===== src/rtl/i2s_rx_deserializer.sv =====
// rtl/i2s_rx_deserializer.sv - Philips I2S receiver forwarding one channel per frame
// Optional slot-length check and sticky frame error: define I2S_RX_FRAMECHK_EN
module i2s_rx_deserializer #(
  parameter int PKT_WIDTH = 16,
  parameter int CHANNEL   = 0
) (
  input  logic                 clkI2SBit_i,
  input  logic                 rstI2S_n_i,
  input  logic                 i2sWS_i,
  input  logic                 i2sSD_i,
  output logic [PKT_WIDTH-1:0] pktI2S_o,
  output logic                 pktValidI2S_o,
`ifdef I2S_RX_FRAMECHK_EN
  output logic                 frameErrI2S_o,
`endif
  output logic                 syncedI2S_o
);

  localparam int CNT_W = $clog2(2*PKT_WIDTH) + 1;
  localparam logic [CNT_W-1:0] CNT_SAT = CNT_W'(2*PKT_WIDTH);
`ifdef I2S_RX_FRAMECHK_EN
  localparam logic [CNT_W-1:0] CNT_GOOD = CNT_W'(PKT_WIDTH-1);
`endif
  localparam logic CH_SEL = (CHANNEL != 0);

  typedef enum logic {SYNC, RUN} state_t;

  state_t               state;
  state_t               stateNext;
  logic [PKT_WIDTH-2:0] shiftReg;
  logic [PKT_WIDTH-1:0] word;
  logic [CNT_W-1:0]     bitCnt;
  logic                 wsDly;
  logic                 wsEdge;
  logic                 emit;
`ifdef I2S_RX_FRAMECHK_EN
  logic                 errSet;
`endif

  // WS leads the MSB by one bit, so the edge cycle samples the LSB of the closing word
  assign wsEdge = (i2sWS_i != wsDly);
  assign word   = {shiftReg, i2sSD_i};

  always_comb begin
    stateNext = state;
    emit      = 1'b0;
`ifdef I2S_RX_FRAMECHK_EN
    errSet    = 1'b0;
`endif
    case (state)
      SYNC: begin
        if (wsEdge) stateNext = RUN;
      end
      RUN: begin
`ifdef I2S_RX_FRAMECHK_EN
        if ((bitCnt == CNT_SAT) || (wsEdge && (bitCnt != CNT_GOOD))) begin
          errSet    = 1'b1;
          stateNext = SYNC;
        end else if (wsEdge && (wsDly == CH_SEL)) begin
          emit = 1'b1;
        end
`else
        if (wsEdge && (wsDly == CH_SEL)) emit = 1'b1;
`endif
      end
      default: stateNext = SYNC;
    endcase
  end

  always_ff @(posedge clkI2SBit_i or negedge rstI2S_n_i) begin
    if (!rstI2S_n_i) begin
      state         <= SYNC;
      shiftReg      <= '0;
      bitCnt        <= '0;
      wsDly         <= 1'b0;
      pktI2S_o      <= '0;
      pktValidI2S_o <= 1'b0;
      syncedI2S_o   <= 1'b0;
`ifdef I2S_RX_FRAMECHK_EN
      frameErrI2S_o <= 1'b0;
`endif
    end else begin
      state         <= stateNext;
      shiftReg      <= word[PKT_WIDTH-2:0];
      wsDly         <= i2sWS_i;
      pktValidI2S_o <= emit;
      syncedI2S_o   <= (stateNext == RUN);
      if (emit) pktI2S_o <= word;
      if (wsEdge) begin
        bitCnt <= '0;
      end else if (bitCnt != CNT_SAT) begin
        bitCnt <= bitCnt + 1'b1;
      end
`ifdef I2S_RX_FRAMECHK_EN
      if (errSet) frameErrI2S_o <= 1'b1;
`endif
    end
  end

endmodule

===== config.mk =====
export PLATFORM = sky130hd
export DESIGN_NAME = i2s_rx_deserializer
export DESIGN_NICKNAME = d
export VERILOG_FILES = /design/src/rtl/i2s_rx_deserializer.sv
export SDC_FILE = /design/constraint.sdc
export NUM_CORES = 1
export LEC_CHECK = 0
export BUFFER_PORTS_ARGS = -buffer_cell sky130_fd_sc_hd__buf_2
export CORE_UTILIZATION = 55
export CTS_CLUSTER_SIZE = 40
export DETAILED_ROUTE_END_ITERATION = 8
export PLACE_DENSITY = 0.78
export SKIP_LAST_GASP = 1
export SYNTH_ARGS = -nofsm -noshare
export SYNTH_HDL_FRONTEND = slang
export SYNTH_SLANG_ARGS = --single-unit

===== constraint.sdc =====
create_clock -name clkI2SBit_i -period 3 [get_ports clkI2SBit_i]
set_input_delay 0.15 -clock clkI2SBit_i [delete_from_list [all_inputs] [get_ports clkI2SBit_i]]
set_output_delay 0.15 -clock clkI2SBit_i [all_outputs]
set_load 0.02 [all_outputs]

==> results.sh, run 1 <==
export IMPL_synth_distinct_cells=8
export IMPL_cts_tree="built"
export IMPL_clk_path_buf_depth=2
export IMPL_layout_common_cells="34 x dfrtp_1, 21 x buf_2, 9 x mux2_4"
export IMPL_grt_overflow=0
export IMPL_cp_max_fo=17
export IMPL_period_share=0.483
export IMPL_num_vias=537
export IMPL_fmax_ghz=0.691
export IMPL_placed_cell_area_um2=1240
export IMPL_first_iter_violations=2
export IMPL_finalSetupViolations=0
export IMPL_yosysTopAreaCellShare=0.764
export IMPL_setup_tns_ps=0
export IMPL_syn_inst=56
export IMPL_ant_nets=0
export IMPL_period_needed_ps=1450
export IMPL_gr_usage_met3=0.0692
export IMPL_wl_um=1540
export IMPL_critPathCaptureType="flip-flop"
export IMPL_hp_class="reg2reg"
export IMPL_grt_total_usage=0.180
export IMPL_seq_area_frac_synth=0.764
export IMPL_post_route_util=0.740
export IMPL_finClkSkew_ps=13.4
export IMPL_post_drt_wl_per_cell_um=13.7
export IMPL_max_cap_violations=0
export IMPL_syn_avg_cell_area_um2=19.9
export IMPL_worst_slew_margin_rel=0.526
export IMPL_avgViaCountPerCell=4.79
export IMPL_r2r_slack_ps=1710
export IMPL_holdPathStages=0
export IMPL_hold_viol=0
export IMPL_antenna_found_initial=0
export IMPL_h_tree_depth=2
export IMPL_status="complete, no violations"
export IMPL_area_delta_synth_final_pct=19.7
export IMPL_use_met2=0.258
export IMPL_rsz0062_at_grt="no"
export IMPL_die_h_um=47.0
export IMPL_report_final_slew_viol_count=0
export IMPL_clkSinkCount=34
export IMPL_layout_commonest_cell="dfrtp_1"
export IMPL_diodes=0
export IMPL_p_leak_nw=0.660
export IMPL_grt_pass1_wl_um=2480
export IMPL_crit_start="i2sWS_i"
export IMPL_clkSlewWorstSetupHoldPaths_ps=100
export IMPL_remaining_drc_errors=0
export IMPL_cts_setup_buffers=0
export IMPL_first_pass_iters=2
export IMPL_vdd_ir_drop_max_mv=0.509
export IMPL_fin_area_um2=1330
export IMPL_totalPowerFinal_mw=0.922
export IMPL_die_area_um2=2210
export IMPL_r2r_end="pktI2S_o[1]"
export IMPL_reg2reg_depth=4
export IMPL_dpl_hpwl_um=1030
export IMPL_grt_busiest_layer="met2"
export IMPL_r2r_start="wsDly"
export IMPL_area_sequential_um2=851
export IMPL_yosysTopAreaCell="dfrtp_1"
export IMPL_multiInputGateArea_um2=244
export IMPL_synth_seq_cells=34
export IMPL_routabilityCongestion=0.642
export IMPL_power_density_nw_per_um2=692
export IMPL_synth_fp_nets=61
export IMPL_nFillCells=123
export IMPL_num_io_pins=22
export IMPL_numCtsBuffers=5
export IMPL_synth_warnings=0
export IMPL_synth_area_um2=1110
export IMPL_cts_root_buf="clkbuf_4"
export IMPL_port_buffers=21
export IMPL_start_util=0.618
export IMPL_clock_latency_ps=320
export IMPL_grt_start_max_net_pins=35
export IMPL_tightestPinTransition_ps=710
export IMPL_path_class="in2reg"
export IMPL_use_met1=0.243
export IMPL_startpoint_type="primary input"
export IMPL_first_global_vias=553
export IMPL_coreArea_um2=1800
export IMPL_critical_path_arrival_ps=1650
export IMPL_worstSetupEndpoint="pktI2S_o[1]"
export IMPL_num_rows=15
export IMPL_crit_required_ps=3200
export IMPL_final_net_count=91
export IMPL_synthTopCellsByArea="dfrtp_1 76%, mux2_4 12%, mux2_2 7.1%, ha_1 1.1%, buf_6 1.0%"
export IMPL_die_x_um=47.0
export IMPL_drive_above_1_share=0.529
-- worst min path at each step --
stage | startpoint | endpoint | slack [ps]
after floorplan | rstI2S_n_i | pktI2S_o[0] | -150
after global placement | rstI2S_n_i | pktI2S_o[11] | 230
after detailed placement | rstI2S_n_i | pktI2S_o[12] | 240
after CTS | shiftReg[0] | shiftReg[1] | 380
after global routing | shiftReg[4] | shiftReg[5] | 400
final | shiftReg[4] | shiftReg[5] | 370
-- critical path, cell delays in order --
cell and delay, ps:
dlygate4sd3_1 530, buf_2 130, ha_1 220, nand2_4 240
mux2_2 370
-- flip-flops by register name, summed over array words and instances, names as in the netlist --
name	count
shiftReg	15
state	1
pktI2S_o	16
wsDly	1
pktValidI2S_o	1
-- cell families (layout without fill, tap and decap cells) --
family,count (synthesis),in the layout,share of synthesized area
and+or+nand+nor,2,2,0.0157
DFF,34,34,0.764
adders and majority gates,1,1,0.0112
buffers and inverters,3,34,0.0169
muxes,16,16,0.192
-- metal layers --
metal / vias to the layer above / part of all wire
li1: 245 / -
met1: 272 / 0.45
met2: 18 / 0.49
met3: 2 / 0.040
met4: 0 / 0.012
met5: - / 0
-- per-stage QoR --
stage               hold WS, ps  std cells  setup slack (ps)
finish                      373        112              1550
CTS                         382        112              1570
global route                399        112              1530
detailed placement          237        101              1700
floorplan                  -146         56              1780
global placement            229        101              1740
-- where the power goes --
| group | leakage [nW] | internal, mW | switching, mW | total, mW |
|---|---|---|---|---|
| sequential | 0.396 | 0.502 | 0.0213 | 0.523 |
| combinational | 0.230 | 0.0645 | 0.0774 | 0.142 |
| clock | 0.0343 | 0.113 | 0.144 | 0.257 |
-- synth_stat cells --
master     n
ha_1       1
dfrtp_1   34
mux2_2     7
mux2_4     9
buf_6      1
nand2b_1   1
inv_1      2
nand2_4    1
-- repair_timing --
| item | CTS | global route |
|---|---|---|
| resized for setup | 0 | 0 |
| endpoints found under the hold margin | 36 | 0 |
| endpoints found under the setup margin | 0 | 0 |
| hold buffers | 3 | 0 |
-- cell type report --
class | instances | area share
timing repair buffer | 24 | 0.101
clock buffer | 6 | 0.0385
clock inverter | 2 | 0.00939
sequential | 34 | 0.638
inverter | 2 | 0.00563
tap | 25 | 0.0235
multi-input combinational | 19 | 0.183
Note: power is estimated with default switching activity, not from simulation.
==> run 2, diff against run 1 <==
- CORE_UTILIZATION: 55 -> 51
- PLACE_DENSITY: 0.78 -> 0.73
- clock period: 3 -> 1.4 ns (I/O delays scaled with it)
==> run 2 against run 1 <==
Final area grew 1.4%. Clock power grew 110%. Flip-flop and latch count is the same. Routed wire length shrank 0.84%. Power grew 110%. Utilization shrank 6.5 points. First-iteration DRC count shrank 100%. Sequential share of layout area shrank 0.89 points. Combinational power grew 120%. Worst hold slack lost 160 ps. Critical path depth is the same. Cell count grew 2.7%. Largest cell class unchanged.
==> results.sh, run 2 (synthesis gave the netlist of run 1 again) <==
export IMPL_status="complete, no violations"
export IMPL_placed_cell_area_um2=1260
export IMPL_period_needed_ps=1350
export IMPL_whs_ps=214
export IMPL_die_area_um2=2370
export IMPL_clkSlewWorstSetupHoldPaths_ps=100
export IMPL_worst_slew_margin_rel=0.698
export IMPL_die_h_um=48.7
export IMPL_critical_path_arrival_ps=1560
export IMPL_hp_class="in2async"
export IMPL_hold_viol=0
export IMPL_cts_root_buf="clkbuf_4"
export IMPL_largest_reg_flops=16
export IMPL_p_leak_nw=0.671
export IMPL_remaining_drc_errors=0
export IMPL_layout_commonest_cell="dfrtp_1"
export IMPL_first_global_vias=558
export IMPL_drive_above_1_share=0.523
export IMPL_clkSinkCount=34
export IMPL_grt_overflow=0
export IMPL_largest_registers="pktI2S_o x16, shiftReg x15"
export IMPL_cts_setup_buffers=0
export IMPL_first_iter_violations=0
export IMPL_wl_um=1530
export IMPL_largest_register="pktI2S_o"
export IMPL_post_drt_wl_per_cell_um=13.3
export IMPL_crit_path_max_incr_delay_ps=530
export IMPL_fin_area_um2=1350
export IMPL_rsz0062_at_grt="no"
export IMPL_tightestPinTransition_ps=453
export IMPL_grt_total_usage=0.162
export IMPL_grt_start_max_net_pins=20
export IMPL_crit_required_ps=1610
export IMPL_clock_latency_ps=320
export IMPL_max_cap_violations=0
export IMPL_antenna_found_initial=0
export IMPL_numCtsBuffers=5
export IMPL_final_net_count=92
export IMPL_crit_path_cell_trace="dlygate4sd3_1, buf_2, ha_1, nand2_4, mux2_2"
export IMPL_first_pass_iters=1
export IMPL_area_delta_synth_final_pct=21.3
export IMPL_finalSetupViolations=0
export IMPL_ctsResizeCount=0
export IMPL_period_share=0.966
export IMPL_grt_pass1_wl_um=2690
export IMPL_finClkSkew_ps=5.21
export IMPL_path_class="in2reg"
export IMPL_dpl_hpwl_um=968
export IMPL_vdd_ir_drop_max_mv=1.06
export IMPL_h_tree_depth=2
export IMPL_power_density_nw_per_um2=1460
export IMPL_worst_path_buf_inv=2
export IMPL_setup_tns_ps=0
export IMPL_coreArea_um2=2000
export IMPL_path_delay_family="buffers and inverters"
export IMPL_critPathCaptureType="flip-flop"
export IMPL_num_vias=541
export IMPL_report_final_slew_viol_count=0
export IMPL_ant_nets=0
export IMPL_avgViaCountPerCell=4.70
export IMPL_fmax_ghz=0.740
export IMPL_cp_max_fo=17
export IMPL_startpoint_type="primary input"
export IMPL_routabilityCongestion=0.687
export IMPL_diodes=0
export IMPL_num_rows=16
export IMPL_port_buffers=21
export IMPL_fin_ws_ps=48.2
export IMPL_cts_tree="built"
export IMPL_start_util=0.556
export IMPL_clk_path_buf_depth=2
export IMPL_num_io_pins=22
export IMPL_layout_common_cells="34 x dfrtp_1, 21 x buf_2, 9 x mux2_4"
export IMPL_place_ws_ps=104
export IMPL_crit_slowest_cell="dlygate4sd3_1"
export IMPL_die_x_um=48.7
[run 2: cell type report]
cell class	instances	area (µm²)
clock inverters	1	5.00
repair buffers	25	155
flip-flops and latches	34	851
well taps	27	33.8
clock buffers	7	55.1
fillers	151	651
inverters	2	7.51
multi-input cells	19	244
[run 2: metrics by stage]
stage | instances | power, mW | utilization
finish | 115 | 1.97 | 0.675
detailed placement | 104 | 1.45 | 0.630
floorplan | 56 | 1.33 | -
global route | 115 | 2.08 | 0.675
global placement | 104 | 1.44 | 0.630
CTS | 115 | 2.00 | 0.675
[run 2: path summary, 6_finish.rpt]
path / depth (start not counted) / endpoint / slack, ps / from
setup / recovery: 5 / pktI2S_o[0] / 50 / i2sWS_i
min in group clkI2SBit_i: 0 / shiftReg[2] / 380 / shiftReg[1]
hold / removal: 2 / pktI2S_o[15] / 210 / rstI2S_n_i
max in group asynchronous: 3 / pktI2S_o[0] / 750 / rstI2S_n_i
hold reg to reg: 0 / shiftReg[2] / 380 / shiftReg[1]
setup reg to reg: 4 / pktI2S_o[0] / 100 / wsDly
[run 2: layer usage]
layer  part of all wire  GRT usage  vias up
met5                  0          0        -
met4                  0     0.0588        0
met3              0.058     0.0943        0
met2               0.47      0.234       16
met1               0.47      0.204      277
li1                   -          -      248
[run 2: repair_timing]
action	in CTS	in global routing
setup endpoints to repair	0	0
hold endpoints to repair	22	0
hold buffers	3	0
[run 2: power breakdown]
group          leakage, nW  internal, mW  switching [mW]
registers            0.396          1.08          0.0452
logic                0.240         0.144           0.167
clock network       0.0353         0.243           0.300
total                0.671          1.46           0.512
==> run 3, diff against run 2 <==
- clock period: 1.4 -> 1.52 ns (I/O delays scaled with it)
==> run 3 against run 2 <==
Power shrank 12%. Final area shrank 2.6%. Critical endpoint unchanged. Highest routed layer unchanged. Non-clock buffer count fell by 1.
==> results.sh, run 3 (synthesis gave the netlist of run 1 again) <==
export IMPL_status="complete, no violations"
export IMPL_r2r_start="wsDly"
export IMPL_die_area_um2=2370
export IMPL_final_net_count=91
export IMPL_remaining_drc_errors=0
export IMPL_fmax_ghz=0.713
export IMPL_tightestPinTransition_ps=718
export IMPL_grt_overflow=0
export IMPL_reg2reg_depth=4
export IMPL_die_x_um=48.7
export IMPL_avgViaCountPerCell=4.69
export IMPL_crit_required_ps=1720
export IMPL_worst_slew_margin_rel=0.521
export IMPL_wl_um=1510
export IMPL_largest_reg_flops=16
export IMPL_diodes=0
export IMPL_startpoint_type="primary input"
export IMPL_hp_class="in2async"
export IMPL_vdd_ir_drop_max_mv=0.789
export IMPL_totalPowerFinal_mw=1.73
export IMPL_finalSetupViolations=0
export IMPL_drive_above_1_share=0.500
export IMPL_period_needed_ps=1400
export IMPL_p_leak_nw=0.652
export IMPL_ctsResizeCount=0
export IMPL_numCtsBuffers=5
export IMPL_first_iter_violations=2
export IMPL_fin_ws_ps=117
export IMPL_r2r_end="pktI2S_o[0]"
export IMPL_clkSinkCount=34
export IMPL_num_vias=530
export IMPL_hold_viol=0
export IMPL_rsz0062_at_grt="no"
export IMPL_max_cap_violations=0
export IMPL_num_io_pins=22
export IMPL_setup_tns_ps=0
export IMPL_area_sequential_um2=851
export IMPL_period_share=0.923
export IMPL_path_class="in2reg"
export IMPL_report_final_slew_viol_count=0
export IMPL_first_global_vias=590
export IMPL_holdBufCountCts=3
export IMPL_h_tree_depth=2
export IMPL_power_density_nw_per_um2=1320
export IMPL_nFillCells=157
export IMPL_place_ws_ps=218
export IMPL_multiInputGateArea_um2=244
export IMPL_critPathCaptureType="flip-flop"
export IMPL_start_util=0.556
export IMPL_layout_common_cells="34 x dfrtp_1, 21 x buf_2, 9 x mux2_4"
export IMPL_largest_registers="pktI2S_o x16, shiftReg x15"
export IMPL_grt_total_usage=0.163
export IMPL_critical_path_arrival_ps=1600
export IMPL_ant_nets=0
export IMPL_largest_register="pktI2S_o"
export IMPL_clk_path_buf_depth=2
export IMPL_num_rows=16
export IMPL_layout_commonest_cell="dfrtp_1"
export IMPL_r2r_slack_ps=210
export IMPL_cp_max_fo=17
export IMPL_whs_ps=349
export IMPL_routabilityCongestion=0.689
export IMPL_antenna_found_initial=0
export IMPL_cts_setup_buffers=0
export IMPL_port_buffers=21
export IMPL_finClkSkew_ps=5.45
export IMPL_cts_tree="built"
export IMPL_clock_latency_ps=310
export IMPL_post_drt_wl_per_cell_um=13.4
export IMPL_coreArea_um2=2000
export IMPL_first_pass_iters=4
export IMPL_grt_start_max_net_pins=35
export IMPL_die_h_um=48.7
export IMPL_area_delta_synth_final_pct=18.2
export IMPL_cts_root_buf="clkbuf_4"
export IMPL_clkSlewWorstSetupHoldPaths_ps=90
export IMPL_grt_pass1_wl_um=2790
[run 3: routing by layer]
layer  routed length (µm)  share of wire  track usage
met5                    0              0            0
met4                    0              0       0.0588
met3                   69          0.046       0.0755
met2                  734           0.49        0.231
met1                  709           0.47        0.221
[run 3: cell type report]
class                   count  share of cell area
flip-flops and latches     34               0.646
multi-input cells          19               0.185
repair buffers             24               0.103
clock buffers               7              0.0342
well taps                  27              0.0257
inverters                   2             0.00570
[run 3: worst max-delay path, cell delays in order]
cell,delay [ps]
dlygate4sd3_1,550
buf_2,140
ha_1,220
nand2_4,240
mux2_2,370
[run 3: worst max path at each step]
stage              endpoint  slack [ps]  startpoint  cells after the start
2_1_floorplan  pktI2S_o[10]         300       wsDly                      5
3_3_place_gp    pktI2S_o[2]         260       wsDly                      4
3_5_place_dp    pktI2S_o[0]         220       wsDly                      4
4_1_cts        pktI2S_o[15]         160     i2sWS_i                      5
5_1_grt         pktI2S_o[0]         100     i2sWS_i                      5
6_report        pktI2S_o[0]         120     i2sWS_i                      5
[run 3: report_power, final]
part | switching [mW] | total, mW | internal, mW
combinational | 0.154 | 0.282 | 0.127
sequential | 0.0405 | 1.03 | 0.990
clock | 0.247 | 0.422 | 0.174
[run 3: per-stage QoR]
step / instance area (µm²) / util / std cells
after global placement: 1240 / 0.620 / 103
after detailed placement: 1240 / 0.620 / 103
after global routing: 1320 / 0.658 / 113
final: 1320 / 0.658 / 113
after floorplan: 1110 / - / 56
after CTS: 1320 / 0.658 / 113
